**src/rtl/rv32_mem_arbiter.sv**
```systemverilog
`default_nettype none
// ============================================================================
// Module   : rv32_mem_arbiter
// Purpose  : Shares one memory bus port between instruction fetch (IF) and
//            load/store (MEM). Grants one requester at a time, alternating on
//            ties, registers the bus request and the completion, and aborts
//            bus cycles that exceed TIMEOUT_CYCLES with an error completion.
// Revision : 1.0 - initial release
// ============================================================================
module rv32_mem_arbiter #(
   parameter int TIMEOUT_CYCLES = 255
) (
   input  logic        clk,
   input  logic        rst_n,
   // instruction fetch requester
   input  logic        if_req_i,
   input  logic [31:0] if_addr_i,
   output logic        if_gnt_o,
   output logic        if_rvalid_o,
   output logic [31:0] if_rdata_o,
   output logic        if_err_o,
   // load/store requester
   input  logic        mem_req_i,
   input  logic        mem_we_i,
   input  logic [3:0]  mem_be_i,
   input  logic [31:0] mem_addr_i,
   input  logic [31:0] mem_wdata_i,
   output logic        mem_gnt_o,
   output logic        mem_rvalid_o,
   output logic [31:0] mem_rdata_o,
   output logic        mem_err_o,
   // shared bus
   output logic        bus_req_o,
   output logic        bus_we_o,
   output logic [3:0]  bus_be_o,
   output logic [31:0] bus_addr_o,
   output logic [31:0] bus_wdata_o,
   input  logic        bus_ack_i,
   input  logic [31:0] bus_rdata_i
);

   // Counter is never narrower than 8 bits so small timeouts keep headroom.
   localparam int c_cnt_w = ($clog2(TIMEOUT_CYCLES + 1) > 8) ? $clog2(TIMEOUT_CYCLES + 1) : 8;
   localparam bit c_tmo_en = (TIMEOUT_CYCLES != 0);
   localparam logic [c_cnt_w-1:0] c_cnt_last =
      (TIMEOUT_CYCLES == 0) ? '0 : c_cnt_w'(TIMEOUT_CYCLES - 1);

   typedef enum logic [1:0] {
      ST_IDLE     = 2'd0,
      ST_BUSY_IF  = 2'd1,
      ST_BUSY_MEM = 2'd2
   } state_t;

   state_t               r_state;
   state_t               w_state_nxt;
   logic                 r_last_was_mem;
   logic [c_cnt_w-1:0]   r_cnt;

   logic                 r_bus_req;
   logic                 r_bus_we;
   logic [3:0]           r_bus_be;
   logic [31:0]          r_bus_addr;
   logic [31:0]          r_bus_wdata;

   logic                 r_if_rvalid;
   logic [31:0]          r_if_rdata;
   logic                 r_if_err;
   logic                 r_mem_rvalid;
   logic [31:0]          r_mem_rdata;
   logic                 r_mem_err;

   logic                 w_grant_if;
   logic                 w_grant_mem;
   logic                 w_done;
   logic                 w_tmo;
   logic                 w_cnt_hit;

   assign w_cnt_hit = c_tmo_en && (r_cnt == c_cnt_last);

   // Next-state, grant selection and completion decode.
   always_comb begin
      w_state_nxt = r_state;
      w_grant_if  = 1'b0;
      w_grant_mem = 1'b0;
      w_done      = 1'b0;
      w_tmo       = 1'b0;
      case (r_state)
         ST_IDLE: begin
            // Grants are suppressed while reset is asserted.
            if (rst_n) begin
               if (mem_req_i && (!if_req_i || !r_last_was_mem)) begin
                  w_grant_mem = 1'b1;
                  w_state_nxt = ST_BUSY_MEM;
               end else if (if_req_i) begin
                  w_grant_if  = 1'b1;
                  w_state_nxt = ST_BUSY_IF;
               end
            end
         end
         ST_BUSY_IF, ST_BUSY_MEM: begin
            // An ack in the same cycle as the timeout wins.
            if (bus_ack_i) begin
               w_done      = 1'b1;
               w_state_nxt = ST_IDLE;
            end else if (w_cnt_hit) begin
               w_tmo       = 1'b1;
               w_state_nxt = ST_IDLE;
            end
         end
         default: w_state_nxt = ST_IDLE;
      endcase
   end

   // State register.
   always_ff @(posedge clk) begin
      if (!rst_n) begin
         r_state <= ST_IDLE;
      end else begin
         r_state <= w_state_nxt;
      end
   end

   // Bus request registers, timeout counter, tie-break flag and completions.
   always_ff @(posedge clk) begin
      if (!rst_n) begin
         r_last_was_mem <= 1'b0;
         r_cnt          <= '0;
         r_bus_req      <= 1'b0;
         r_bus_we       <= 1'b0;
         r_bus_be       <= 4'h0;
         r_bus_addr     <= 32'h0;
         r_bus_wdata    <= 32'h0;
         r_if_rvalid    <= 1'b0;
         r_if_rdata     <= 32'h0;
         r_if_err       <= 1'b0;
         r_mem_rvalid   <= 1'b0;
         r_mem_rdata    <= 32'h0;
         r_mem_err      <= 1'b0;
      end else begin
         r_if_rvalid  <= 1'b0;
         r_mem_rvalid <= 1'b0;
         if (w_grant_if || w_grant_mem) begin
            r_last_was_mem <= w_grant_mem;
            r_cnt          <= '0;
            r_bus_req      <= 1'b1;
            r_bus_we       <= w_grant_mem ? mem_we_i    : 1'b0;
            r_bus_be       <= w_grant_mem ? mem_be_i    : 4'hF;
            r_bus_addr     <= w_grant_mem ? mem_addr_i  : if_addr_i;
            r_bus_wdata    <= w_grant_mem ? mem_wdata_i : 32'h0;
         end else if (w_done || w_tmo) begin
            r_bus_req <= 1'b0;
            if (r_state == ST_BUSY_IF) begin
               r_if_rvalid <= 1'b1;
               r_if_rdata  <= w_done ? bus_rdata_i : 32'h0;
               r_if_err    <= w_tmo;
            end else begin
               r_mem_rvalid <= 1'b1;
               r_mem_rdata  <= (w_done && !r_bus_we) ? bus_rdata_i : 32'h0;
               r_mem_err    <= w_tmo;
            end
         end else if (r_bus_req && c_tmo_en) begin
            r_cnt <= r_cnt + c_cnt_w'(1);
         end
      end
   end

   assign if_gnt_o     = w_grant_if;
   assign mem_gnt_o    = w_grant_mem;
   assign if_rvalid_o  = r_if_rvalid;
   assign if_rdata_o   = r_if_rdata;
   assign if_err_o     = r_if_err;
   assign mem_rvalid_o = r_mem_rvalid;
   assign mem_rdata_o  = r_mem_rdata;
   assign mem_err_o    = r_mem_err;
   assign bus_req_o    = r_bus_req;
   assign bus_we_o     = r_bus_we;
   assign bus_be_o     = r_bus_be;
   assign bus_addr_o   = r_bus_addr;
   assign bus_wdata_o  = r_bus_wdata;

endmodule
`default_nettype wire

```
**config.mk**
```make
export PLATFORM = sky130hd
export DESIGN_NAME = rv32_mem_arbiter
export DESIGN_NICKNAME = d
export VERILOG_FILES = /design/src/rtl/rv32_mem_arbiter.sv
export SDC_FILE = /design/constraint.sdc
export NUM_CORES = 1
export LEC_CHECK = 0
export CELL_PAD_IN_SITES_DETAIL_PLACEMENT = 1
export CELL_PAD_IN_SITES_GLOBAL_PLACEMENT = 2
export CORE_AREA = 2 2 172 174
export CTS_CLUSTER_DIAMETER = 30
export DETAILED_ROUTE_END_ITERATION = 6
export DIE_AREA = 0 0 174 176
export GPL_TIMING_DRIVEN = 0
export PLACE_DENSITY_LB_ADDON = 0.1
export SYNTH_ARGS = -nofsm -noshare
export SYNTH_HDL_FRONTEND = slang
export SYNTH_SLANG_ARGS = --single-unit
```
**constraint.sdc**
```tcl
create_clock -name clk -period 1.8 [get_ports clk]
set_clock_uncertainty 0.05 [all_clocks]
set_input_delay 0.36 -clock clk [delete_from_list [all_inputs] [get_ports clk]]
set_output_delay 0.36 -clock clk [all_outputs]
set_load 0.01 [all_outputs]
```
==> metrics.txt, run 1 <==
status=finished, violations left; failing checks=setup timing; routability cong.=between 0.7 and 0.8; layout cells sized above 1=13.7%; Lkg Pwr=4.30 nW; Slew headroom=between 50% and 60%; post-DP HPWL=18300 um; Worst-Skew Late Latency=about 0.42 ns; Synth Register Bits=around 150; Fin. Hold Viols=0; period utilization=101%; final setup margin=-0.00920 ns; Critical R2R Capture=if_rdata_o[13]; clk sink count=149; Post-Synthesis Cells=approximately 600; Worst setup EP type=output port; Worst Path Required=approximately 1.4 ns; largest fanout on the critical path=5; largest net degree at the start of global routing=17; gr ovfl total=0; core area=0.0285 mm^2; highest clock rate=0.553 GHz; Cell Area, Synth=0.00597 mm^2; Inserted Clock Buffers=17; H-tree depth=4; Synth Warn #=0; initial antenna violation count=4; HP Class=flip-flop to flip-flop; Synth area leaders=dfxtp_1 50%, mux2i_1 16%, nand3_1 8.2%; R2R Setup Slk=about 0.040 ns; Hold Path Cell Cnt=2; startpoint types=flip-flop; Area Overhead vs Synth=75.0%; FFs w/ async S/R, synth=0%; Hold Path End=mem_rdata_o[12]; Finished Layout Cells=1326; total power=9.58 mW; nets=1070; total wire length=24500 um; slew of the pin with the lowest slew margin=0.622 ns; Worst Hold Launch=mem_rdata_o[12]; Final Hold Slack=between 0.4 and 0.5 ns; setup violators final=1; post-synth cell types=42; Tot GR Track Use=15.8%; # DRC=0; first-pass GRT wire length=37300 um; Hold-fix buffers, CTS=0; CTS tree=built; RSZ-0062 raised after global routing=true; vias=5805; number of global-route vias before repair=6333; worst r2r src=r_cnt[0]; count leader, synth=dfxtp_1; Post-synth top cells=149 x dfxtp_1, 98 x nand3_1, 97 x mux2i_1, 75 x nand2_1, 37 x o21ai_0; via density per instance=4.38; port bufs=between 200 and 300; ys flop type=dfxtp_1; DR pass1 iterations=4; WL/cell=18.5 um; Setup CP Type=flip-flop to output port; Seq/Total Area, Yosys=49.9%; Post-Syn Nets=~750; Die X=~170 um; # Max-Cap Violations=0; CTS max path bufs=2; Post-synth EDFFs=0; Initial Util=between 20% and 30%; Final ANT Viol Nets=0; syn avg cell area=9.85 um^2; I/O Pins=278; initial DRC count=167; Die Footprint=approximately 0.03 mm^2; Max Slew Vio Count=0; crit path time final=1.81 ns; Placed Cells=about 1300; post-synth top area share=about half; row cnt=62; fill count=3269; Worst EP arrival=between 1 and 1.5 ns; root buffer cell=clkbuf_16; power per cell area=between 900 and 1000 mW/mm^2; Die Ht=176 um; post-synth top area cell=dfxtp_1; VDD IR max=0.572 mV; FF-to-FF path depth=8; clk slew on worst S/H paths=0.07 ns
[critical path, cell delays in order (launching register included)]
cell     delay (ns)
dfxtp_2        0.32
inv_2          0.07
ha_4           0.19
nand3_4        0.09
a21oi_4        0.18
buf_6          0.13
[area by class of cell]
type	instances	area [um^2]	area share, %
Antenna cell	2	5.00	0.0479
Buffer	48	379	3.63
Clock buffer	18	439	4.20
Clock inverter	13	173	1.65
Inverter	8	35.0	0.335
Multi-Input combinational cell	398	2790	26.7
Sequential cell	149	2990	28.6
Tap cell	384	480	4.60
Timing Repair Buffer	306	3160	30.2
[through the flow]
step / area, um^2 / util (%) / TNS (ns) / setup WS (ns)
6_report: 10500 / 36.6 / -0.00920 / -0.00920
3_3_place_gp: 9230 / 32.3 / -70.92 / -1.16
2_1_floorplan: 5970 / - / 0 / 0.00114
5_1_grt: 10400 / 36.6 / -0.135 / -0.0631
4_1_cts: 10300 / 36.0 / -0.317 / -0.0936
3_5_place_dp: 9230 / 32.3 / -79.06 / -1.21
[registers in the layout, summed over array words and instances (netlist names)]
name	flops
bus_addr_o	32
bus_be_o	4
bus_req_o	1
bus_wdata_o	32
bus_we_o	1
if_err_o	1
if_rdata_o	32
if_rvalid_o	1
mem_err_o	1
mem_rdata_o	32
mem_rvalid_o	1
r_cnt	8
r_last_was_mem	1
r_state	2
[per-layer routing]
metal	vias up	wire (um)	GRT usage [%]
li1	2803	-	-
met4	4	276	4.24
met3	23	2000	5.96
met5	-	27	0
met2	190	12200	27.6
met1	2785	9930	18.0
[layout by cell type, fill, tap and decap left out, drive strengths merged, types with 2 or more instances in the layout]
master and count:
dfxtp 149, xnor2 3, o221a 4, diode 2, nand3 99, dlygate4sd2 10, nand4 4, inv 10
a22o 33, a21oi 9, bufinv 3, dlymetal6s2s 10, mux2i 97, or3 3, buf 54, clkinv 7
and2 2, o21ai 37, a211oi 2, o211ai 2, clkdlybuf4s50 255, nor2 9, nand2 75, ha 4
clkbuf 43
[timing repair]
action / in CTS / in global routing
cloned: 3 / 3
buffers inserted: 17 / 6
pin swaps: 5 / 3
resized for setup: 80 / 35
endpoints found under the setup margin: 147 / 128
[worst max path at each step]
stage / from / to / cells after the start
after detailed placement: mem_req_i / mem_gnt_o / 6
after CTS: r_state[1] / if_gnt_o / 6
after global placement: mem_req_i / mem_gnt_o / 6
final: r_state[1] / if_gnt_o / 5
after global routing: r_state[1] / if_gnt_o / 5
after floorplan: r_cnt[0] / if_rdata_o[10] / 8
[report_power, final]
group / switching [mW] / internal [mW] / leakage, nW / total, mW
Sequential: 0.143 / 3.54 / 1.22 / 3.68
Combinational: 0.951 / 1.16 / 2.78 / 2.11
Clock: 1.56 / 2.23 / 0.297 / 3.79
[logic make-up after synthesis]
logic type,synth area share (%)
AOI/OAI and AO/OA,11.3
xor gates and xnor gates,0.587
adders and majority gates,0.838
buffers and inverters,5.13
DFF,49.9
muxes,16.3
and+or+nand+nor,15.9
(Power assumes the default switching activity.)
==> run 2: changes to the inputs <==
--- a/config.mk
+++ b/config.mk
@@ -13,6 +13,7 @@
 export DIE_AREA = 0 0 174 176
 export GPL_TIMING_DRIVEN = 0
 export PLACE_DENSITY_LB_ADDON = 0.1
+export SKIP_LAST_GASP = 1
 export SYNTH_ARGS = -nofsm -noshare
 export SYNTH_HDL_FRONTEND = slang
 export SYNTH_SLANG_ARGS = --single-unit
==> run 2 against run 1 <==
  * The flow still finishes with violations (setup timing)
  * First-iteration DRC count grew 6.0%
  * Critical path depth is the same
  * Sequential power is essentially flat
  * Sequential share of layout area is the same
  * Critical path type unchanged
  * Largest power group unchanged
==> metrics.txt, run 2 (synthesized netlist as in run 1, its figures left out) <==
total wire length=24500 um (about the same); fin util=36.6% (unchanged); WL/cell=18.4 um (about the same); Inserted Clock Buffers=17 (unchanged); H-tree depth=4 (unchanged); core area=0.0285 mm^2 (unchanged); vias=5794 (-0.19%); largest fanout on the critical path=5 (unchanged); dpl cell area=0.00923 mm^2 (unchanged); startpoint types=flip-flop; CTS tree=built; Slew headroom=60.4% (+1.9 points); Worst EP arrival=1.40 ns (about the same); setup violators final=1 (unchanged); VDD IR max=0.572 mV (about the same); layout cells sized above 1=13.7% (unchanged); most common cell after layout, fill and taps aside=clkdlybuf4s50_1; slew of the pin with the lowest slew margin=0.594 ns (-0.0284 ns); root buffer cell=clkbuf_16; Area Overhead vs Synth=75.0% (unchanged); CTS max path bufs=2 (unchanged); Worst Path Required=1.39 ns (about the same); fin area=0.0105 mm^2 (unchanged); Worst setup EP type=output port; RSZ-0062 raised after global routing=true; nets=1070 (unchanged); pre-CTS setup slack=-1.21 ns (unchanged); highest clock rate=0.553 GHz (about the same); crit path time final=1.81 ns (-0.000244 ns); row cnt=62 (unchanged); Die Footprint=0.0306 mm^2 (unchanged); initial antenna violation count=4 (unchanged); Die X=174 um (unchanged); # Max-Cap Violations=0 (unchanged); port bufs=277 (unchanged); number of global-route vias before repair=6335 (+0.032%); HP Class=flip-flop to flip-flop; first-pass GRT wire length=37300 um (about the same); Initial Util=20.9% (unchanged); I/O Pins=278 (unchanged); via density per instance=4.37 (-0.19%); Setup CP Type=flip-flop to output port; DR pass1 iterations=4 (unchanged); clk sink count=149 (unchanged); Die Ht=176 um (unchanged); Worst-Skew Late Latency=0.42 ns (about the same); Lkg Pwr=4.30 nW (about the same); period utilization=100% (about the same); fill count=3265 (-0.12%); Final ANT Viol Nets=0 (unchanged); status=finished, violations left; routability cong.=0.781 (unchanged); gr ovfl total=0 (unchanged); final setup margin=-0.00895 ns (+0.000244 ns); # DRC=0 (unchanged); Hold-fix buffers, CTS=0 (unchanged); Fin. Hold Viols=0 (unchanged); power per cell area=918 mW/mm^2 (about the same); highest-count cells in the layout ignoring fill and taps=255 x clkdlybuf4s50_1, 143 x dfxtp_1, 97 x nand3_1, 97 x mux2i_1, 74 x nand2_1; clk slew on worst S/H paths=0.07 ns (about the same); largest net degree at the start of global routing=17 (unchanged); failing checks=setup timing; Max Slew Vio Count=0 (unchanged); post-DP HPWL=18300 um (unchanged); Tot GR Track Use=15.8% (about the same); initial DRC count=177 (+6.0%)
==> run 2: cell count changes in the layout (fill, tap and decap cells not counted) <==
cell      change
buf_4         -1
clkbuf_4      +1
==> run 2: repair_timing <==
| item | 4_1_cts | 5_1_grt |
|---|---|---|
| gates resized for setup | 79 | 35 |
| setup buffers | 17 | 6 |
| pin swaps | 5 | 3 |
| gates cloned | 3 | 3 |
| endpoints found under the setup margin | 147 | 128 |
| endpoints found under the hold margin | 0 | 0 |
==> run 2: path summary, 6_finish.rpt <==
| kind | startpoint | end | slack [ns] | cells after the start |
|---|---|---|---|---|
| setup / recovery | r_state[1] | if_gnt_o | -0.009 | 5 |
| hold / removal | mem_rdata_o[12] | mem_rdata_o[12] | 0.41 | 2 |
| setup reg to reg | r_cnt[0] | if_rdata_o[25] | 0.04 | 8 |
| hold reg to reg | mem_rdata_o[12] | mem_rdata_o[12] | 0.41 | 2 |
==> run 2: report_power, final <==
group | internal, mW | switching [mW] | total (mW)
combinational | 1.16 | 0.951 | 2.11
sequential | 3.54 | 0.144 | 3.68
clock | 2.23 | 1.56 | 3.80
total | 6.93 | 2.66 | 9.59
==> run 2: layer usage <==
layer  routed length [um]  GRT usage [%]  share of wire [%]
met1                10000           18.0                 41
met2                12200           27.6                 50
met3                 1920           5.96                7.9
met4                  276           4.24                1.1
met5                   27              0               0.11
==> run 2: stage by stage <==
stage / total power [mW] / TNS [ns] / hold slack [ns] / std cells
floorplan: 4.54 / 0 / 0.409 / 606
global placement: 5.60 / -70.92 / 0.394 / 1267
detailed placement: 5.63 / -79.06 / 0.404 / 1267
CTS: 9.71 / -0.340 / 0.405 / 1318
global route: 10.0 / -0.156 / 0.418 / 1325
finish: 9.59 / -0.00895 / 0.408 / 1326
==> run 2: cell type report <==
type | count | area (um^2) | share of cell area (%)
clock buffer | 18 | 439 | 4.20
buffer | 48 | 379 | 3.63
sequential | 149 | 2990 | 28.6
tap | 384 | 480 | 4.60
multi-input combinational | 398 | 2790 | 26.7
antenna | 2 | 5.00 | 0.0479
inverter | 8 | 35.0 | 0.335
clock inverter | 13 | 173 | 1.65
timing repair buffer | 306 | 3160 | 30.2
==> run 2: worst max-delay path, stage by stage (launching register included) <==
cell and delay (ns):
dfxtp_2 0.32, inv_2 0.07, ha_4 0.19, nand3_4 0.09, a21oi_4 0.18, buf_6 0.13
==> run 3: changes to the inputs <==
--- a/config.mk
+++ b/config.mk
@@ -5,12 +5,13 @@
 export SDC_FILE = /design/constraint.sdc
 export NUM_CORES = 1
 export LEC_CHECK = 0
+export CAP_MARGIN = 20
 export CELL_PAD_IN_SITES_DETAIL_PLACEMENT = 1
 export CELL_PAD_IN_SITES_GLOBAL_PLACEMENT = 2
-export CORE_AREA = 2 2 172 174
+export CORE_AREA = 2 2 146 205
 export CTS_CLUSTER_DIAMETER = 30
 export DETAILED_ROUTE_END_ITERATION = 6
-export DIE_AREA = 0 0 174 176
+export DIE_AREA = 0 0 148 207
 export GPL_TIMING_DRIVEN = 0
 export PLACE_DENSITY_LB_ADDON = 0.1
 export SKIP_LAST_GASP = 1
==> run 3 against run 2 <==
  * The flow still finishes with violations (setup timing)
  * Via count fell by 1.0%
  * First-iteration DRC count fell by 15%
  * Critical path depth unchanged
  * Setup slack improved by 0.0067 ns
  * Final cell count fell by 0.83%
  * Largest power group unchanged
==> metrics.txt, run 3 (synthesized netlist as in run 1, its figures left out) <==
Area Overhead vs Synth=72.5%; DR pass1 iterations=4 (unchanged); initial antenna violation count=3 (-1); final setup margin=-0.00227 ns (+0.00668 ns); Die Footprint=0.0306 mm^2 (about the same); Worst Path Required=1.39 ns (about the same); slew of the pin with the lowest slew margin=0.598 ns (+0.00447 ns); layout cells sized above 1=12.8% (-0.88 points); Slew headroom=60.1% (-0.30 points); routability cong.=0.721 (-7.7%); clk sink count=149 (unchanged); port bufs=277 (unchanged); Setup CP Type=flip-flop to output port; RSZ-0062 raised after global routing=true; Placed Cells=1263 (-0.32%); # Max-Cap Violations=0 (unchanged); Tot GR Track Use=14.8% (-0.96 points); period utilization=100% (-0.37 points); R2R Setup Slk=0.09 ns (+0.05 ns); status=finished, violations left; # DRC=0 (unchanged); Fin. Hold Viols=0 (unchanged); setup violators final=1 (unchanged); Worst-Skew Late Latency=0.43 ns (about the same); gr ovfl total=0 (unchanged); I/O Pins=278 (unchanged); Register Area=0.00299 mm^2 (about the same); CTS max path bufs=2 (unchanged); Final ANT Viol Nets=0 (unchanged); via density per instance=4.36 (-0.17%); pre-CTS setup slack=-1.26 ns (-0.0462 ns); vias=5736 (-1.0%); WL/cell=17.5 um (-4.9%); core area=0.0289 mm^2 (+1.2%); largest net degree at the start of global routing=17 (unchanged); initial DRC count=151 (-15%); startpoint types=flip-flop; clk slew on worst S/H paths=0.06 ns (about the same); Max Slew Vio Count=0 (unchanged); row cnt=74 (+19%); number of global-route vias before repair=6309 (-0.41%); power per cell area=916 mW/mm^2 (-0.19%); multi-input logic area=0.00278 mm^2 (-0.31%); root buffer cell=clkbuf_16; fill count=3257 (-0.25%); Finished Layout Cells=1315 (-0.83%); Initial Util=20.7% (-0.25 points); H-tree depth=4 (unchanged); first-pass GRT wire length=35300 um (-5.4%); largest fanout on the critical path=4 (-1); most common cell after layout, fill and taps aside=clkdlybuf4s50_1; highest-count cells in the layout ignoring fill and taps=245 x clkdlybuf4s50_1, 144 x dfxtp_1, 97 x nand3_1; failing checks=setup timing; Lkg Pwr=4.42 nW (+2.8%); total wire length=23100 um (-5.7%); CTS tree=built; Worst setup EP type=output port; Worst EP arrival=1.39 ns (about the same); HP Class=flip-flop to flip-flop; Die X=148 um (-15%); crit path time final=1.80 ns (-0.00668 ns); VDD IR max=0.659 mV (+15%); Inserted Clock Buffers=17 (unchanged); Die Ht=207 um (+18%); post-DP HPWL=17700 um (-3.0%); nets=1063 (-0.65%); highest clock rate=0.555 GHz (+0.37%)
run 3: cell type report:
cell class,count,area share [%]
flip-flops and latches,149,29.0
diodes,1,0.0243
plain buffers,47,3.51
inverters,8,0.340
well taps,380,4.62
clock inverters,11,1.19
repair buffers,300,29.6
multi-input cells,398,27.0
clock buffers,21,4.66
run 3: power breakdown:
| part | leakage, nW | total (mW) | internal (mW) | switching [mW] |
|---|---|---|---|---|
| sequential | 1.22 | 3.68 | 3.54 | 0.138 |
| clock | 0.288 | 3.69 | 2.19 | 1.50 |
| combinational | 2.91 | 2.07 | 1.12 | 0.946 |
run 3: layer usage:
layer | up-vias | routed length [um] | GRT usage [%] | share of wire, %
li1 | 2781 | - | - | -
met1 | 2751 | 8640 | 15.2 | 37
met2 | 174 | 12400 | 27.5 | 54
met3 | 26 | 1520 | 5.18 | 6.6
met4 | 4 | 439 | 5.25 | 1.9
met5 | - | 28 | 0 | 0.12
run 3: final timing paths:
| kind | cells past startpoint | start | end |
|---|---|---|---|
| worst min register to register | 2 | mem_rdata_o[18] | mem_rdata_o[18] |
| worst max-delay path | 5 | r_state[1] | if_gnt_o |
| worst max register to register | 9 | r_state[1] | if_rdata_o[28] |
| worst min-delay path | 2 | mem_rdata_o[18] | mem_rdata_o[18] |
run 3: critical path, stage by stage, from the launching register on:
cell	delay, ns
dfxtp_2	0.32
inv_2	0.07
ha_4	0.18
nand3_4	0.09
a21oi_4	0.18
buf_6	0.13
run 3: repair_timing:
action	in CTS	in global routing
pin swaps	3	1
cloned	1	2
setup buffers	14	6
endpoints found under the setup margin	139	125
hold buffers	0	0
gates resized for setup	65	46
run 3: metrics by stage:
stage	hold WS (ns)	area, um^2	TNS [ns]	utilization (%)	power (mW)
5_1_grt	0.430	10300	-0.0878	35.7	9.89
2_1_floorplan	0.409	5970	0	-	4.54
3_3_place_gp	0.393	9220	-68.70	31.9	5.59
6_report	0.406	10300	-0.00227	35.7	9.43
3_5_place_dp	0.399	9220	-73.50	31.9	5.63
4_1_cts	0.411	10100	-0.202	35.0	9.53
